===== config.mk =====
export PLATFORM = sky130hd
export DESIGN_NAME = perceptron_trainer
export DESIGN_NICKNAME = d
export VERILOG_FILES = /design/src/rtl/perceptron_pkg.sv /design/src/rtl/perceptron_trainer_sat_addsub32.sv /design/src/rtl/perceptron_trainer.sv
export SDC_FILE = /design/constraint.sdc
export NUM_CORES = 1
export LEC_CHECK = 0
export BUFFER_PORTS_ARGS = -buffer_cell sky130_fd_sc_hd__buf_2
export CAP_MARGIN = 40
export CORE_AREA = 2 2 225 227
export CTS_BUF_LIST = sky130_fd_sc_hd__clkbuf_4 sky130_fd_sc_hd__clkbuf_8 sky130_fd_sc_hd__clkbuf_16
export DETAILED_ROUTE_END_ITERATION = 12
export DIE_AREA = 0 0 227 229
export MAX_ROUTING_LAYER = met4
export PLACE_DENSITY = 0.62
export SETUP_SLACK_MARGIN = 0.2
export SYNTH_ARGS = -nofsm -noshare
export SYNTH_HDL_FRONTEND = slang
export SYNTH_HIERARCHICAL = 1
export SYNTH_SLANG_ARGS = --single-unit

===== constraint.sdc =====
create_clock -name clk -period 10.4 [get_ports clk]
set_input_delay 2.08 -clock clk [delete_from_list [all_inputs] [get_ports clk]]
set_output_delay 2.08 -clock clk [all_outputs]
set_load 0.02 [all_outputs]

===== src/rtl/perceptron_pkg.sv =====
// Shared definitions for the perceptron trainer: sizes, FSM encoding and
// the saturating weight-step arithmetic.
package perceptron_pkg;

    localparam int W_W   = 32;
    localparam int N_IN  = 8;
    localparam int BUS_W = W_W * N_IN;

    localparam logic [31:0] W_MAX = 32'h7FFF_FFFF;
    localparam logic [31:0] W_MIN = 32'h8000_0000;

    // Signed limits widened so a +/- step of any 32-bit rate cannot overflow.
    localparam logic signed [33:0] SAT_MAX_X = 34'sh0_7FFF_FFFF;
    localparam logic signed [33:0] SAT_MIN_X = 34'sh3_8000_0000;

    typedef enum logic [2:0] {
        IDLE   = 3'd0,
        WAIT   = 3'd1,
        EVAL   = 3'd2,
        UPDATE = 3'd3,
        DONE   = 3'd4
    } state_t;

    // Signed weight plus/minus an unsigned rate, clamped to the signed range.
    function automatic logic [31:0] sat_addsub(input logic [31:0] a,
                                               input logic [31:0] rate,
                                               input logic        sub);
        logic signed [33:0] a_x;
        logic signed [33:0] r_x;
        logic signed [33:0] s_x;
        logic [31:0]        res;
        a_x = {{2{a[31]}}, a};
        r_x = {2'b00, rate};
        s_x = sub ? (a_x - r_x) : (a_x + r_x);
        if (s_x > SAT_MAX_X)
            res = W_MAX;
        else if (s_x < SAT_MIN_X)
            res = W_MIN;
        else
            res = s_x[31:0];
        return res;
    endfunction

endpackage


===== src/rtl/perceptron_trainer_sat_addsub32.sv =====
// Signed 32-bit saturating add/subtract of the fixed learning rate.
module sat_addsub32
    import perceptron_pkg::*;
#(
    parameter logic [31:0] RATE = 32'd1
) (
    input  logic [31:0] a,
    input  logic        sub,
    output logic [31:0] y
);

    // Pure combinational step; the caller decides whether to use it.
    assign y = sat_addsub(a, RATE, sub);

endmodule


===== src/rtl/perceptron_trainer.sv =====
// Perceptron training step: waits for the external weighted sum, compares
// against the threshold, and on a wrong prediction nudges each active weight
// one per cycle.
//
// state  | meaning
// IDLE   | waiting for start or w_load
// WAIT   | down-counting the weighted_sum latency
// EVAL   | sampling sum, deciding match/mismatch
// UPDATE | adjusting weight idx (0..7), one per cycle
// DONE   | one-cycle completion pulse
module perceptron_trainer
    import perceptron_pkg::*;
#(
    parameter int unsigned        SUM_LAT   = 1,
    parameter logic [31:0]        RATE      = 32'd1,
    parameter logic signed [31:0] THRESHOLD = 32'sd0
) (
    input  logic                clk,
    input  logic                rst,
    input  logic                start,
    input  logic [N_IN-1:0]     x,
    input  logic                target,
    input  logic signed [31:0]  sum,
    input  logic                w_load,
    input  logic [BUS_W-1:0]    w_in,
    output logic [BUS_W-1:0]    w,
    output logic                busy,
    output logic                done,
    output logic                mismatch,
    output logic [15:0]         err_count
);

    state_t          state;
    state_t          state_nxt;
    logic [3:0]      wcnt;
    logic [2:0]      idx;
    logic [N_IN-1:0] x_q;
    logic            tgt_q;
    logic            y;
    logic [31:0]     w_cur;
    logic [31:0]     w_upd;

    assign y     = (sum > THRESHOLD);
    assign w_cur = w[{idx, 5'd0} +: 32];

    sat_addsub32 #(.RATE(RATE)) u_step (
        .a   (w_cur),
        .sub (~tgt_q),
        .y   (w_upd)
    );

    // State register.
    always_ff @(posedge clk) begin
        if (rst)
            state <= IDLE;
        else
            state <= state_nxt;
    end

    // Next-state decode.
    always_comb begin
        state_nxt = state;
        case (state)
            IDLE:    if (start) state_nxt = WAIT;
            WAIT:    if (wcnt <= 4'd1) state_nxt = EVAL;
            EVAL:    state_nxt = (y == tgt_q) ? DONE : UPDATE;
            UPDATE:  if (idx == 3'd7) state_nxt = DONE;
            DONE:    state_nxt = IDLE;
            default: state_nxt = IDLE;
        endcase
    end

    // Status outputs decoded from the state register.
    always_comb begin
        busy = (state != IDLE);
        done = (state == DONE);
    end

    // Captured inputs, latency timer, weight bank and error statistics.
    always_ff @(posedge clk) begin
        if (rst) begin
            x_q       <= '0;
            tgt_q     <= 1'b0;
            wcnt      <= 4'd0;
            idx       <= 3'd0;
            w         <= '0;
            mismatch  <= 1'b0;
            err_count <= 16'd0;
        end else begin
            case (state)
                IDLE: begin
                    if (start) begin
                        x_q   <= x;
                        tgt_q <= target;
                        wcnt  <= 4'(SUM_LAT);
                    end else if (w_load) begin
                        w <= w_in;
                    end
                end
                WAIT: wcnt <= wcnt - 4'd1;
                EVAL: begin
                    mismatch <= (y != tgt_q);
                    idx      <= 3'd0;
                    if ((y != tgt_q) && (err_count != 16'hFFFF))
                        err_count <= err_count + 16'd1;
                end
                UPDATE: begin
                    if (x_q[idx])
                        w[{idx, 5'd0} +: 32] <= w_upd;
                    idx <= idx + 3'd1;
                end
                default: ;
            endcase
        end
    end

endmodule


==> impl_metrics.csv <==
group,metric,value,unit
cells_and_area,fill_cells,5053,
route,wl_per_cell,26.08,microns
sta,setup_tns,0,ns
sta,period_needed,6.348,ns
floorplanning,boundaryPins,576,
route,avgViaCountPerCell,5.977,
sta,worstMarginPinSlew,1.311,ns
sta,rsz0062_at_grt,"no",
floorplanning,rows,82,
floorplanning,initial_core_util,33.77,%
critical_path,critPathKind,"reg2reg",
place,placedCellCount,3066,
global_routing,antenna_found_initial,24,
cells_and_area,seq_area,5853,sq um
critical_path,cp_max_fo,46,
cts,cts_buffers,37,
cts,cts_max_level,2,
critical_path,arrival,6.81,ns
sta,relSlewSlack,12.60,%
route,drt.antenna.violating_nets,0,
place,io_buffers,575,
synth,synth.area.top_cells,"dfxtp_1 35%, a211oi_1 11%, a22oi_1 9.8%",
synth,synth.avg_cell_area,8.460,sq um
sta,fin_ws,4.052,ns
run,max_cap_violations,0,
synth,syn_inst,1982,
floorplanning,die_y,229,microns
min_path,holdPathStages,2,
synth,synthFlopType,"dfxtp_1",
route,drt_pre_antenna_iters,6,
critical_path,crit_required,10.86,ns
synth,synth_warnings,6,
cts,ctsHoldBuffers,0,
global_routing,grt_usage,31.40,%
critical_path,worst_setup_path_end_kind,"flop",
place,pre_cts_slack,4.243,ns
synth,seq_area_frac_synth,34.86,%
cells_and_area,multi_input_comb_area,10090,sq um
synth,synth_edf_count,0,
pwr,cellPowerDensity,310.5,nW/um^2
min_path,hold_path_class,"reg2reg",
sta,clock_skew,0.01460,ns
route,drt_iter0_drc,1988,
floorplanning,fp.dieW,227,microns
cts,worstSkewPairLatency,0.56,ns
sta,hold_viol_final,0,
global_routing,grt_pass1_vias,17850,
cells_and_area,instances_no_fill,3156,
critical_path,critPathLaunchType,"flop",
critical_path,rr_worst_depth,17,
pwr,p_leak,9.287,nW
global_routing,grt_max_degree,198,
floorplanning,dieArea,51980,sq um
cells_and_area,drive_gt1_share,32.20,%
place,gp_congestion,0.9968,
route,vias,18860,
cells_and_area,layout.nets,2778,
critical_path,reg2reg_from,"idx[1]",
cells_and_area,areaGrowthSynthToFinish,28.43,%
pwr,p_total,6.686,mW
synth,synthTopCellsByCount,"292 x dfxtp_1, 288 x nor2_1, 238 x a211oi_1",
sta,finalSetupViolCount,0,
synth,yosysTopAreaCellShare,34.86,%
synth,synth-async-reset-ratio,0,%
global_routing,grt_pass1_wl,118.7,mm
synth,yosys.area.top_type,"dfxtp_1",
sta,fin_crit_sh,61.04,%
cts,cts_buffer_depth,3,
min_path,min_from,"x_q[1]",
synth,synthDistinctLibCells,67,
synth,synth_seq_cells,292,
status,status,"finished clean",
synth,synth_area,16770,sq um
global_routing,grt-ovfl-total,0,
synth,yosysMostFrequentCell,"dfxtp_1",
cts,cts_root_buffer,"clkbuf_16",
route,drc_errors,0,
place,dp_hpwl,59.26,mm
sta,maxSlewViolCount,0,
cts,cts_sinks,292,
synth,syn_nets,2326,
pwr,ir_drop,0.2235,mV
cts,cts_tree,"built",
route,wl,82.31,mm
sta,fmax,157.5,MHz
floorplanning,coreArea,49660,sq um
cts,clkSlewWorstSetupHoldPaths,0.06,ns
cts,ctsResizeCount,0,
cts,post-cts-setup-buffer-count,0,
critical_path,crit_start,"idx[1]",
path summary, 6_finish.rpt:
kind	slack, ns	endpoint
worst max register to register	4.05	w[128]
worst min register to register	0.46	x_q[1]
worst max-delay path	4.05	w[128]
worst min-delay path	0.46	x_q[1]
cell usage in the layout (no fill, tap or decap), types with 33 or more instances in the layout:
cell	n
a22oi_1	218
a21oi_1	114
ha_1	42
o21ai_0	33
buf_4	42
a211oi_1	238
nor2_1	288
mux4_2	66
dfxtp_1	290
nand3_1	39
buf_2	576
nand2_1	175
clkbuf_16	39
flip-flops by register name, summed over array words and instances (netlist names):
signal,cells
mismatch,1
state,3
err_count,16
w,256
tgt_q,1
x_q,8
idx,3
wcnt,4
metrics by stage:
step	utilization, %	cell area [sq um]	hold slack (ns)
after global routing	43.36	21530	0.4817
after CTS	43.23	21470	0.4575
after detailed placement	40.73	20230	0.4489
after floorplan	-	16770	0.4331
after global placement	40.22	19970	0.4439
final	43.37	21540	0.4567
power breakdown:
part	total, mW	internal (mW)	switching [mW]
clock	1.34	0.803	0.539
sequential	1.56	1.35	0.217
combinational	3.78	1.14	2.64
metal layers:
| metal | routed length, microns | global-route usage, % | share of wire [%] | up-vias |
|---|---|---|---|---|
| met1 | 34750 | 42.70 | 42 | 9035 |
| met2 | 35090 | 44.30 | 43 | 1188 |
| met5 | 0 | - | 0 | - |
| li1 | - | - | - | 8417 |
| met3 | 8957 | 8.236 | 11 | 223 |
| met4 | 3510 | 12.05 | 4.3 | 0 |
cell type report:
| cell class | instances | area share, % |
|---|---|---|
| Multi-Input combinational cell | 1456 | 46.87 |
| Sequential cell | 292 | 27.18 |
| Timing Repair Buffer | 625 | 15.62 |
| Clock buffer | 54 | 5.229 |
| Tap cell | 672 | 3.904 |
| Clock inverter | 11 | 0.5403 |
| Inverter | 22 | 0.3835 |
| Antenna cell | 24 | 0.2789 |
cell families (layout without fill, tap and decap cells):
| kind of cell | after synthesis | count (layout) | share of synthesized area (%) |
|---|---|---|---|
| buf+inv | 234 | 712 | 5.514 |
| compound gates | 678 | 678 | 28.77 |
| mux | 73 | 73 | 9.320 |
| flops | 292 | 292 | 34.86 |
| xor+xnor | 32 | 32 | 1.671 |
| other cells | 0 | 24 | 0 |
| fa+ha+maj | 46 | 46 | 3.432 |
| simple gates | 627 | 627 | 16.43 |
critical path: stages, from the launching register on:
cell and delay [ns]:
dfxtp_4 0.66, buf_4 0.71, mux4_2 0.36, nand2_1 0.08, nand2_1 0.16, inv_1 0.08, fa_1 0.46, nand2b_1 0.19
a21oi_1 0.21, o2111ai_1 0.29, a2111oi_2 0.46, o21bai_2 0.16, a221oi_4 0.46, nand2_4 0.31, a21oi_1 0.84, and3_1 0.35
a22oi_1 0.08, a211oi_1 0.27
(Power assumes the default switching activity.)
